**config.mk**
```make
export PLATFORM = sky130hd
export DESIGN_NAME = alarm_clock_multi
export DESIGN_NICKNAME = d
export VERILOG_FILES = /design/src/rtl/alarm_clock_multi.sv
export SDC_FILE = /design/constraint.sdc
export NUM_CORES = 1
export LEC_CHECK = 0
export CAP_MARGIN = 20
export CORE_MARGIN = 5
export CORE_UTILIZATION = 35
export CTS_BUF_LIST = sky130_fd_sc_hd__clkbuf_4 sky130_fd_sc_hd__clkbuf_8 sky130_fd_sc_hd__clkbuf_16
export DETAILED_ROUTE_END_ITERATION = 6
export GPL_TIMING_DRIVEN = 0
export PLACE_DENSITY = 0.63
export SETUP_SLACK_MARGIN = 0.02
export SYNTH_ARGS = -nofsm -noshare
export SYNTH_HDL_FRONTEND = slang
export SYNTH_SLANG_ARGS = --single-unit
```
**constraint.sdc**
```tcl
create_clock -name clk -period 3.1 [get_ports clk]
set_input_delay 0.62 -clock clk [delete_from_list [all_inputs] [get_ports clk]]
set_output_delay 0.62 -clock clk [all_outputs]
set_load 0.05 [all_outputs]
```
**src/rtl/alarm_clock_multi.sv**
```systemverilog
// rtl/alarm_clock_multi.sv - time-of-day clock with NUM_ALARMS ring/snooze alarm slots
// Define TWELVE_HOUR_EN to add the Hrs12/PM display outputs.
module alarm_clock_multi #(
   parameter int NUM_ALARMS = 2,
   parameter int SNOOZE_MIN = 9,
   parameter int RING_SEC   = 60,
   localparam int SEL_W     = (NUM_ALARMS > 1) ? $clog2(NUM_ALARMS) : 1
) (
   input  logic                  clk,
   input  logic                  rst,
   input  logic                  tick,
   input  logic                  Timeset,
   input  logic                  Alarmset,
   input  logic                  Minadv,
   input  logic                  Hrsadv,
   input  logic [SEL_W-1:0]      alarm_sel,
   input  logic [NUM_ALARMS-1:0] alarm_en,
   input  logic                  Alarmon,
   input  logic                  snooze,
   input  logic                  dismiss,
`ifdef TWELVE_HOUR_EN
   output logic [3:0]            Hrs12,
   output logic                  PM,
`endif
   output logic [6:0]            TSec,
   output logic [6:0]            TMin,
   output logic [6:0]            THrs,
   output logic [2:0]            TDay,
   output logic [6:0]            AMin,
   output logic [6:0]            AHrs,
   output logic [NUM_ALARMS-1:0] buzz_vec,
   output logic                  Buzz
);

   localparam int RING_W = $clog2(RING_SEC + 1);
   localparam int SNZ_W  = $clog2(SNOOZE_MIN * 60 + 1);

   localparam logic [1:0] ST_IDLE    = 2'd0;
   localparam logic [1:0] ST_RINGING = 2'd1;
   localparam logic [1:0] ST_SNOOZE  = 2'd2;

   logic [6:0] sec_q, sec_d, min_q, min_d, hrs_q, hrs_d;
   logic [2:0] day_q, day_d;
   logic       sec_wrap, min_wrap, hrs_wrap;

   logic [6:0]        amin_q  [NUM_ALARMS];
   logic [6:0]        amin_d  [NUM_ALARMS];
   logic [6:0]        ahrs_q  [NUM_ALARMS];
   logic [6:0]        ahrs_d  [NUM_ALARMS];
   logic [1:0]        state_q [NUM_ALARMS];
   logic [1:0]        state_d [NUM_ALARMS];
   logic [RING_W-1:0] ring_q  [NUM_ALARMS];
   logic [RING_W-1:0] ring_d  [NUM_ALARMS];
   logic [SNZ_W-1:0]  snz_q   [NUM_ALARMS];
   logic [SNZ_W-1:0]  snz_d   [NUM_ALARMS];
   logic [NUM_ALARMS-1:0] match_vec;
   logic                  alarm_wr;

   assign sec_wrap = (sec_q == 7'd59);
   assign min_wrap = (min_q == 7'd59);
   assign hrs_wrap = (hrs_q == 7'd23);

   always_comb begin
      sec_d = sec_q;
      min_d = min_q;
      hrs_d = hrs_q;
      day_d = day_q;
      if (tick) begin
         sec_d = sec_wrap ? 7'd0 : sec_q + 7'd1;
         // In time-adjust mode the buttons step fields independently; no carries.
         if (Timeset) begin
            if (Minadv) min_d = min_wrap ? 7'd0 : min_q + 7'd1;
            if (Hrsadv) hrs_d = hrs_wrap ? 7'd0 : hrs_q + 7'd1;
         end else if (sec_wrap) begin
            min_d = min_wrap ? 7'd0 : min_q + 7'd1;
            if (min_wrap) begin
               hrs_d = hrs_wrap ? 7'd0 : hrs_q + 7'd1;
               if (hrs_wrap) day_d = (day_q == 3'd6) ? 3'd0 : day_q + 3'd1;
            end
         end
      end
   end

   assign alarm_wr = tick && Alarmset && !Timeset;

   always_comb begin
      AMin = 7'd0;
      AHrs = 7'd0;
      for (int k = 0; k < NUM_ALARMS; k++) begin
         amin_d[k] = amin_q[k];
         ahrs_d[k] = ahrs_q[k];
         // An out-of-range selector matches no slot, so it writes nothing and reads 0.
         if (alarm_sel == SEL_W'(k)) begin
            AMin = amin_q[k];
            AHrs = ahrs_q[k];
            if (alarm_wr && Minadv) amin_d[k] = (amin_q[k] == 7'd59) ? 7'd0 : amin_q[k] + 7'd1;
            if (alarm_wr && Hrsadv) ahrs_d[k] = (ahrs_q[k] == 7'd23) ? 7'd0 : ahrs_q[k] + 7'd1;
         end
      end
   end

   always_comb begin
      for (int k = 0; k < NUM_ALARMS; k++) begin
         match_vec[k] = tick && !Timeset && (sec_q == 7'd0) &&
                        (min_q == amin_q[k]) && (hrs_q == ahrs_q[k]);
      end
   end

   always_comb begin
      for (int k = 0; k < NUM_ALARMS; k++) begin
         state_d[k] = state_q[k];
         ring_d[k]  = ring_q[k];
         snz_d[k]   = snz_q[k];
         if (!Alarmon || !alarm_en[k]) begin
            state_d[k] = ST_IDLE;
         end else begin
            case (state_q[k])
               ST_IDLE: begin
                  if (match_vec[k]) begin
                     state_d[k] = ST_RINGING;
                     ring_d[k]  = '0;
                  end
               end
               ST_RINGING: begin
                  if (dismiss) begin
                     state_d[k] = ST_IDLE;
                  end else if (snooze) begin
                     state_d[k] = ST_SNOOZE;
                     snz_d[k]   = SNZ_W'(SNOOZE_MIN * 60);
                  end else if (tick) begin
                     ring_d[k] = ring_q[k] + RING_W'(1);
                     if (ring_q[k] == RING_W'(RING_SEC - 1)) state_d[k] = ST_IDLE;
                  end
               end
               ST_SNOOZE: begin
                  if (dismiss) begin
                     state_d[k] = ST_IDLE;
                  end else if (match_vec[k] || (tick && snz_q[k] == SNZ_W'(1))) begin
                     state_d[k] = ST_RINGING;
                     ring_d[k]  = '0;
                     snz_d[k]   = '0;
                  end else if (tick) begin
                     snz_d[k] = snz_q[k] - SNZ_W'(1);
                  end
               end
               default: state_d[k] = ST_IDLE;
            endcase
         end
      end
   end

   always_ff @(posedge clk or negedge rst) begin
      if (!rst) begin
         sec_q <= 7'd0;
         min_q <= 7'd0;
         hrs_q <= 7'd0;
         day_q <= 3'd0;
         for (int k = 0; k < NUM_ALARMS; k++) begin
            amin_q[k]  <= 7'd0;
            ahrs_q[k]  <= 7'd0;
            state_q[k] <= ST_IDLE;
            ring_q[k]  <= '0;
            snz_q[k]   <= '0;
         end
      end else begin
         sec_q <= sec_d;
         min_q <= min_d;
         hrs_q <= hrs_d;
         day_q <= day_d;
         for (int k = 0; k < NUM_ALARMS; k++) begin
            amin_q[k]  <= amin_d[k];
            ahrs_q[k]  <= ahrs_d[k];
            state_q[k] <= state_d[k];
            ring_q[k]  <= ring_d[k];
            snz_q[k]   <= snz_d[k];
         end
      end
   end

   // Buzz decodes straight from the state registers so it adds no pipeline stage.
   always_comb begin
      for (int k = 0; k < NUM_ALARMS; k++) begin
         buzz_vec[k] = (state_q[k] == ST_RINGING);
      end
   end

   assign Buzz = |buzz_vec;
   assign TSec = sec_q;
   assign TMin = min_q;
   assign THrs = hrs_q;
   assign TDay = day_q;

`ifdef TWELVE_HOUR_EN
   assign Hrs12 = (hrs_q == 7'd0)  ? 4'd12 :
                  (hrs_q > 7'd12)  ? 4'(hrs_q - 7'd12) : hrs_q[3:0];
   assign PM    = (hrs_q >= 7'd12);
`endif

endmodule

```
==> results of run 1 <==
[final timing paths]
| kind | from | end | slack, ns | cells after the start |
|---|---|---|---|---|
| min in group clk | snz_q[6] | snz_q[6] | 0.51 | 1 |
| min | rst | ring_q[10] | 0.24 | 1 |
| min reg2reg | snz_q[6] | snz_q[6] | 0.51 | 1 |
| max | alarm_sel | AHrs[6] | 0.05 | 4 |
| max reg2reg | TSec[0] | snz_q[3] | 0.52 | 9 |
| max in group asynchronous | rst | TMin[0] | 2.23 | 2 |
[cells in the final DEF (no fill, tap or decap), types with 3 or more instances in the layout]
cell | synthesis | layout
dfrtp_1 | 88 | 88
nand2_1 | 66 | 66
clkdlybuf4s50_1 | 0 | 42
xnor2_1 | 40 | 40
nor2_1 | 31 | 31
o21ai_0 | 31 | 31
nand4_1 | 24 | 24
a21oi_1 | 22 | 22
mux2_2 | 21 | 21
clkbuf_1 | 21 | 20
nand3_1 | 20 | 20
o31ai_1 | 15 | 15
inv_1 | 14 | 14
nor3_1 | 14 | 14
ha_1 | 14 | 14
a21o_1 | 12 | 12
and3_1 | 12 | 12
or3_1 | 10 | 10
nand2b_1 | 10 | 10
nand3b_1 | 9 | 9
clkbuf_16 | 0 | 9
dlygate4sd2_1 | 0 | 9
buf_2 | 6 | 6
a31oi_1 | 6 | 6
or4_1 | 5 | 5
a22o_1 | 5 | 5
nand4b_1 | 5 | 5
o211ai_1 | 4 | 4
nor2b_1 | 4 | 4
nor4_1 | 5 | 4
o41ai_1 | 4 | 4
or2_2 | 4 | 4
nor3b_1 | 3 | 3
a211o_1 | 3 | 3
nor4b_1 | 3 | 3
nor4_2 | 3 | 3
xor2_1 | 3 | 3
clkbuf_8 | 0 | 3
[sequential cells by signal (all words and copies together) (netlist names)]
register	cells
snz_q	20
ahrs_q	14
amin_q	14
ring_q	12
THrs	7
TMin	7
TSec	7
state_q	4
TDay	3
[metrics by stage]
| step | instances | area [sq um] | worst slack, ns |
|---|---|---|---|
| after floorplan | 589 | 5470 | 0.292 |
| after global placement | 852 | 6250 | -1.96 |
| after detailed placement | 853 | 6280 | -0.576 |
| after CTS | 869 | 6590 | 0.0494 |
| after global routing | 869 | 6600 | 0.0204 |
| final | 869 | 6600 | 0.0534 |
[report_power, final]
group	internal (uW)	switching [uW]
combinational	529	877
clock	691	464
sequential	1300	242
total	2520	1580
[cell families after synthesis]
group / share of synthesized area, %
buf+inv: 3.30
simple gates: 25.0
fa+ha+maj: 3.20
flops: 40.3
compound gates: 16.2
mux: 5.10
xor+xnor: 6.89
[cell type report]
cell class	count	area [sq um]	area share, %
plain buffers	30	133	2.01
clock buffers	12	267	4.04
clock inverters	4	51.3	0.777
inverters	14	52.6	0.796
multi-input cells	457	3100	46.9
flip-flops and latches	88	2200	33.4
well taps	211	264	4.00
repair buffers	53	534	8.09
[cell usage after synthesis (5+ instances only)]
master and count:
clkbuf_1 21, mux2_2 21, nor4_1 5, nand2_1 66, o31ai_1 15, and3_1 12
ha_1 14, nor3_1 14, nand4_1 24, nand3_1 20, or3_1 10, a22o_1 5
a31oi_1 6, nand4b_1 5, nand2b_1 10, o21ai_0 31, inv_1 14, a21o_1 12
a21oi_1 22, xnor2_1 40, nor2_1 31, buf_2 6, nand3b_1 9, dfrtp_1 88
or4_1 5
[critical path, delay by kind of cell]
family	cells	cell delay (ns)
buffers and inverters	3	1.42
multiplexers	1	0.38
[timing repair]
item | in CTS | in global routing
pin swaps | 0 | 0
endpoints found under the setup margin | 14 | 15
resized for setup | 11 | 3
[layer usage]
layer  part of all wire, %  vias up  global-route usage (%)
met4                   1.5        0                    4.09
met5                     0        -                       0
li1                      -     2318                       -
met3                   4.8       20                    3.17
met2                    46      130                    25.0
met1                    48     2280                    20.9
==> flow_metrics.env, run 1 <==
export IMPL_grt_pass1_vias=4617
export IMPL_grt_ovfl_total=0
export IMPL_endpoint_kind="output port"
export IMPL_drt_initial_drc_count=371
export IMPL_cpPeakStageDelay_ns=0.70
export IMPL_postCtsSetupRepairBufs=0
export IMPL_synth_edff_count=0
export IMPL_slew_headroom_pct=35.8
export IMPL_cts_sinks=88
export IMPL_gp_congestion=0.830
export IMPL_die_h_um=135
export IMPL_ios=54
export IMPL_place_detailed_hpwl_um=10100
export IMPL_area_growth_pct=20.8
export IMPL_power_leakage_uw=0.00266
export IMPL_yosysSeqAreaShare_pct=40.3
export IMPL_die_area_sq_mm=0.0182
export IMPL_grt_usage_pct=15.4
export IMPL_required_ns=2.48
export IMPL_fin_hold_ws_ns=0.235
export IMPL_cap_violations=0
export IMPL_ys_types=68
export IMPL_final_max_slew_viol_count=0
export IMPL_cp_cell_sequence="clkdlybuf4s50_1, clkbuf_2, mux2_2, clkdlybuf4s50_1"
export IMPL_route_antenna_remaining_nets=0
export IMPL_ys_seq_elements=88
export IMPL_dr_pass1_iters=5
export IMPL_setup_viol=0
export IMPL_clock_path_buffers=2
export IMPL_totalWireLength_um=13700
export IMPL_grt_max_degree=55
export IMPL_nets=680
export IMPL_worstMarginPinSlew_ns=0.955
export IMPL_clkLatencyLatePin_ns=0.34
export IMPL_die_w_um=135
export IMPL_root_buffer="clkbuf_16"
export IMPL_ir_drop_mv=0.395
export IMPL_postLayoutCoreUtil_pct=43.3
export IMPL_drc=0
export IMPL_final_hold_violation_count=0
export IMPL_startpoint_type="input pin"
export IMPL_synth_top_area_share_pct=40.3
export IMPL_hold_class="in -> async"
export IMPL_cellPowerDensity_mw_per_mm2=621
export IMPL_antenna_found_initial=0
export IMPL_fmax_mhz=328
export IMPL_fill_cells=1467
export IMPL_period_minus_slack_ns=3.05
export IMPL_n_antenna_cell=0
export IMPL_start_util_pct=35.8
export IMPL_grt_pass1_wl_um=23100
export IMPL_path_max_fanout=10
export IMPL_synth_warnings=0
export IMPL_status="finished clean"
export IMPL_port_buffers=52
export IMPL_cts_tree="yes"
export IMPL_synth_area_sq_mm=0.00547
export IMPL_clock_skew_ns=0.00562
export IMPL_async_reset_ff_share_pct=100
export IMPL_fin_tns_setup_ns=0
export IMPL_synthTopCellsByArea="dfrtp_1, xnor2_1, nand2_1, mux2_2, ha_1"
export IMPL_synth_flop_cell="dfrtp_1"
export IMPL_grt_setup_unrepaired="false"
export IMPL_syn_inst=589
export IMPL_core_sq_mm=0.0153
export IMPL_crit_type="in -> out"
export IMPL_cts_made_buffers=9
export IMPL_cpMostUsedCell="clkdlybuf4s50_1"
export IMPL_crit_arrival_ns=2.43
export IMPL_vias_per_cell=5.46
export IMPL_clkSlewWorstSetupHoldPaths_ns=0.06
export IMPL_wl_per_cell_um=15.8
export IMPL_synth_largest_area_cell="dfrtp_1"
export IMPL_avgSynthCellArea_sq_um=9.28
export IMPL_vias=4748
export IMPL_num_rows=45
export IMPL_htreeDepth=3
export IMPL_period_share_pct=98.3
export IMPL_postCtsHoldBufs=0
export IMPL_power_uw=4100
export IMPL_drive_gt1_share_pct=9.88
export IMPL_synth_fp_nets=616
export IMPL_crit_slowest_cell="clkdlybuf4s50_1"
No activity file was read; power rests on OpenSTA's default activity.
==> run 2: changes to the inputs <==
Settings changed: CORE_UTILIZATION 35 to 52, MAX_ROUTING_LAYER set to met4, PLACE_DENSITY 0.63 to 0.84, RECOVER_POWER set to 50.
==> run 2 against run 1 <==
Against the previous run: via count increased by 0.86%; cell count shrank 8.7%; global-route usage is 7.0 points higher; sequential power about the same; wire length fell by 2.6%; register-to-register slack lost 0.03 ns; largest cell class unchanged; maximum frequency is 4.5% higher.
==> flow_metrics.env, run 2 (same netlist as run 1, synthesis figures left out) <==
export IMPL_status="finished clean"
export IMPL_clkLatencyLatePin_ns=0.37
export IMPL_cpPeakStageDelay_ns=0.71
export IMPL_cap_violations=0
export IMPL_slew_headroom_pct=9.35
export IMPL_largest_register="snz_q"
export IMPL_htreeDepth=3
export IMPL_largest_register_ff_count=20
export IMPL_num_rows=37
export IMPL_top_layer="met4"
export IMPL_crit_arrival_ns=3.15
export IMPL_grt_max_degree=67
export IMPL_die_w_um=113
export IMPL_grt_setup_unrepaired="false"
export IMPL_power_leakage_uw=0.00261
export IMPL_cellPowerDensity_mw_per_mm2=577
export IMPL_vias_per_cell=6.04
export IMPL_setup_viol=0
export IMPL_start_util_pct=53.2
export IMPL_n_antenna_cell=0
export IMPL_core_sq_mm=0.0103
export IMPL_cts_made_buffers=9
export IMPL_crit_slowest_cell="clkdlybuf4s50_1"
export IMPL_postCtsHoldBufs=0
export IMPL_drc=0
export IMPL_cp_num_buf_inv=2
export IMPL_met2RoutedLength_um=6660
export IMPL_grt_pass1_wl_um=23000
export IMPL_drive_gt1_share_pct=9.44
export IMPL_ios=54
export IMPL_wl_met1_um=5920
export IMPL_wl_per_cell_um=16.8
export IMPL_stdcell_area_sq_mm=0.00634
export IMPL_die_h_um=113
export IMPL_top_regs="snz_q (20), ahrs_q (14), amin_q (14)"
export IMPL_fmax_mhz=343
export IMPL_period_share_pct=94.0
export IMPL_multi_input_area_sq_mm=0.00308
export IMPL_fill_cells=888
export IMPL_nets=679
export IMPL_dr_pass1_iters=5
export IMPL_cp_cell_sequence="clkdlybuf4s50_1, nor4b_2, nand4_1, nor4_1, or3_1, clkbuf_1, o221ai_1"
export IMPL_place_detailed_hpwl_um=9980
export IMPL_gp_congestion=0.889
export IMPL_root_buffer="clkbuf_8"
export IMPL_wl_met3_um=616
export IMPL_cts_sinks=88
export IMPL_path_max_fanout=8
export IMPL_ir_drop_mv=0.426
export IMPL_endpoint_kind="flip-flop"
export IMPL_register_area_sq_mm=0.00220
export IMPL_layout_commonest_cell="dfrtp_1"
export IMPL_crit_type="in -> reg"
export IMPL_fin_hold_ws_ns=0.530
export IMPL_power_uw=3660
export IMPL_route_antenna_remaining_nets=0
export IMPL_clock_path_buffers=2
export IMPL_cts_tree="yes"
export IMPL_clkSlewWorstSetupHoldPaths_ns=0.09
export IMPL_period_minus_slack_ns=2.91
export IMPL_totalWireLength_um=13400
export IMPL_die_area_sq_mm=0.0127
export IMPL_port_buffers=52
export IMPL_pre_cts_slack_ns=-0.534
export IMPL_final_cell_mix="dfrtp_1, nand2_1, xnor2_1"
export IMPL_placement_cell_area_sq_mm=0.00618
export IMPL_final_max_slew_viol_count=0
export IMPL_crit_family="simple AND/OR/NAND/NOR gates"
export IMPL_fin_tns_setup_ns=0
export IMPL_grt_ovfl_total=0
export IMPL_antenna_found_initial=0
export IMPL_final_hold_violation_count=0
export IMPL_startpoint_type="input pin"
export IMPL_grt_pass1_vias=4805
export IMPL_grt_usage_pct=22.3
export IMPL_area_growth_pct=16.0
export IMPL_hold_class="reg -> reg"
export IMPL_vias=4789
export IMPL_required_ns=3.34
export IMPL_clock_skew_ns=0.0119
export IMPL_drt_initial_drc_count=326
export IMPL_setup_ws_ns=0.185
export IMPL_worstMarginPinSlew_ns=1.36
run 2: routing by layer:
layer  vias up  GRT usage, %
met5         -             -
met4         0          5.21
met3        19          3.77
met2       125          37.7
met1      2343          28.3
li1       2302             -
run 2: cell type report:
type / count / share of cell area (%)
multi-input cells: 457 / 48.6
repair buffers: 53 / 8.40
well taps: 136 / 2.68
inverters: 14 / 0.828
clock buffers: 9 / 1.95
clock inverters: 7 / 0.828
plain buffers: 29 / 1.97
flip-flops and latches: 88 / 34.7
run 2: worst paths after layout:
path | start | to | slack, ns | cells past startpoint
max | tick | snz_q[16] | 0.19 | 7
min | snz_q[1] | snz_q[1] | 0.53 | 2
max reg2reg | TSec[0] | snz_q[16] | 0.49 | 8
min reg2reg | snz_q[1] | snz_q[1] | 0.53 | 2
max in group asynchronous | rst | snz_q[2] | 1.61 | 2
min in group asynchronous | rst | ring_q[9] | 0.54 | 1
run 2: repair_timing:
action | 4_1_cts | 5_1_grt
gates resized for setup | 10 | 1
endpoints found under the setup margin | 14 | 13
setup buffers | 0 | 0
endpoints found under the hold margin | 0 | 0
run 2: metrics by stage:
step / instances / util [%]
3_5_place_dp: 778 / 60.2
5_1_grt: 793 / 61.7
4_1_cts: 793 / 61.7
2_1_floorplan: 589 / -
6_report: 793 / 61.7
3_3_place_gp: 777 / 59.9
run 2: power breakdown:
part | internal (uW) | total (uW) | switching [uW] | leakage [uW]
registers | 1290 | 1540 | 243 | 0.00113
logic | 512 | 1380 | 864 | 0.00139
clock network | 300 | 748 | 448 | 0.0000908
total | 2110 | 3660 | 1550 | 0.00261
run 2: worst min-delay path, cell delays in order (launching register included):
cell and delay [ns]:
dfrtp_1 0.38, nand2_1 0.06, o31ai_1 0.06
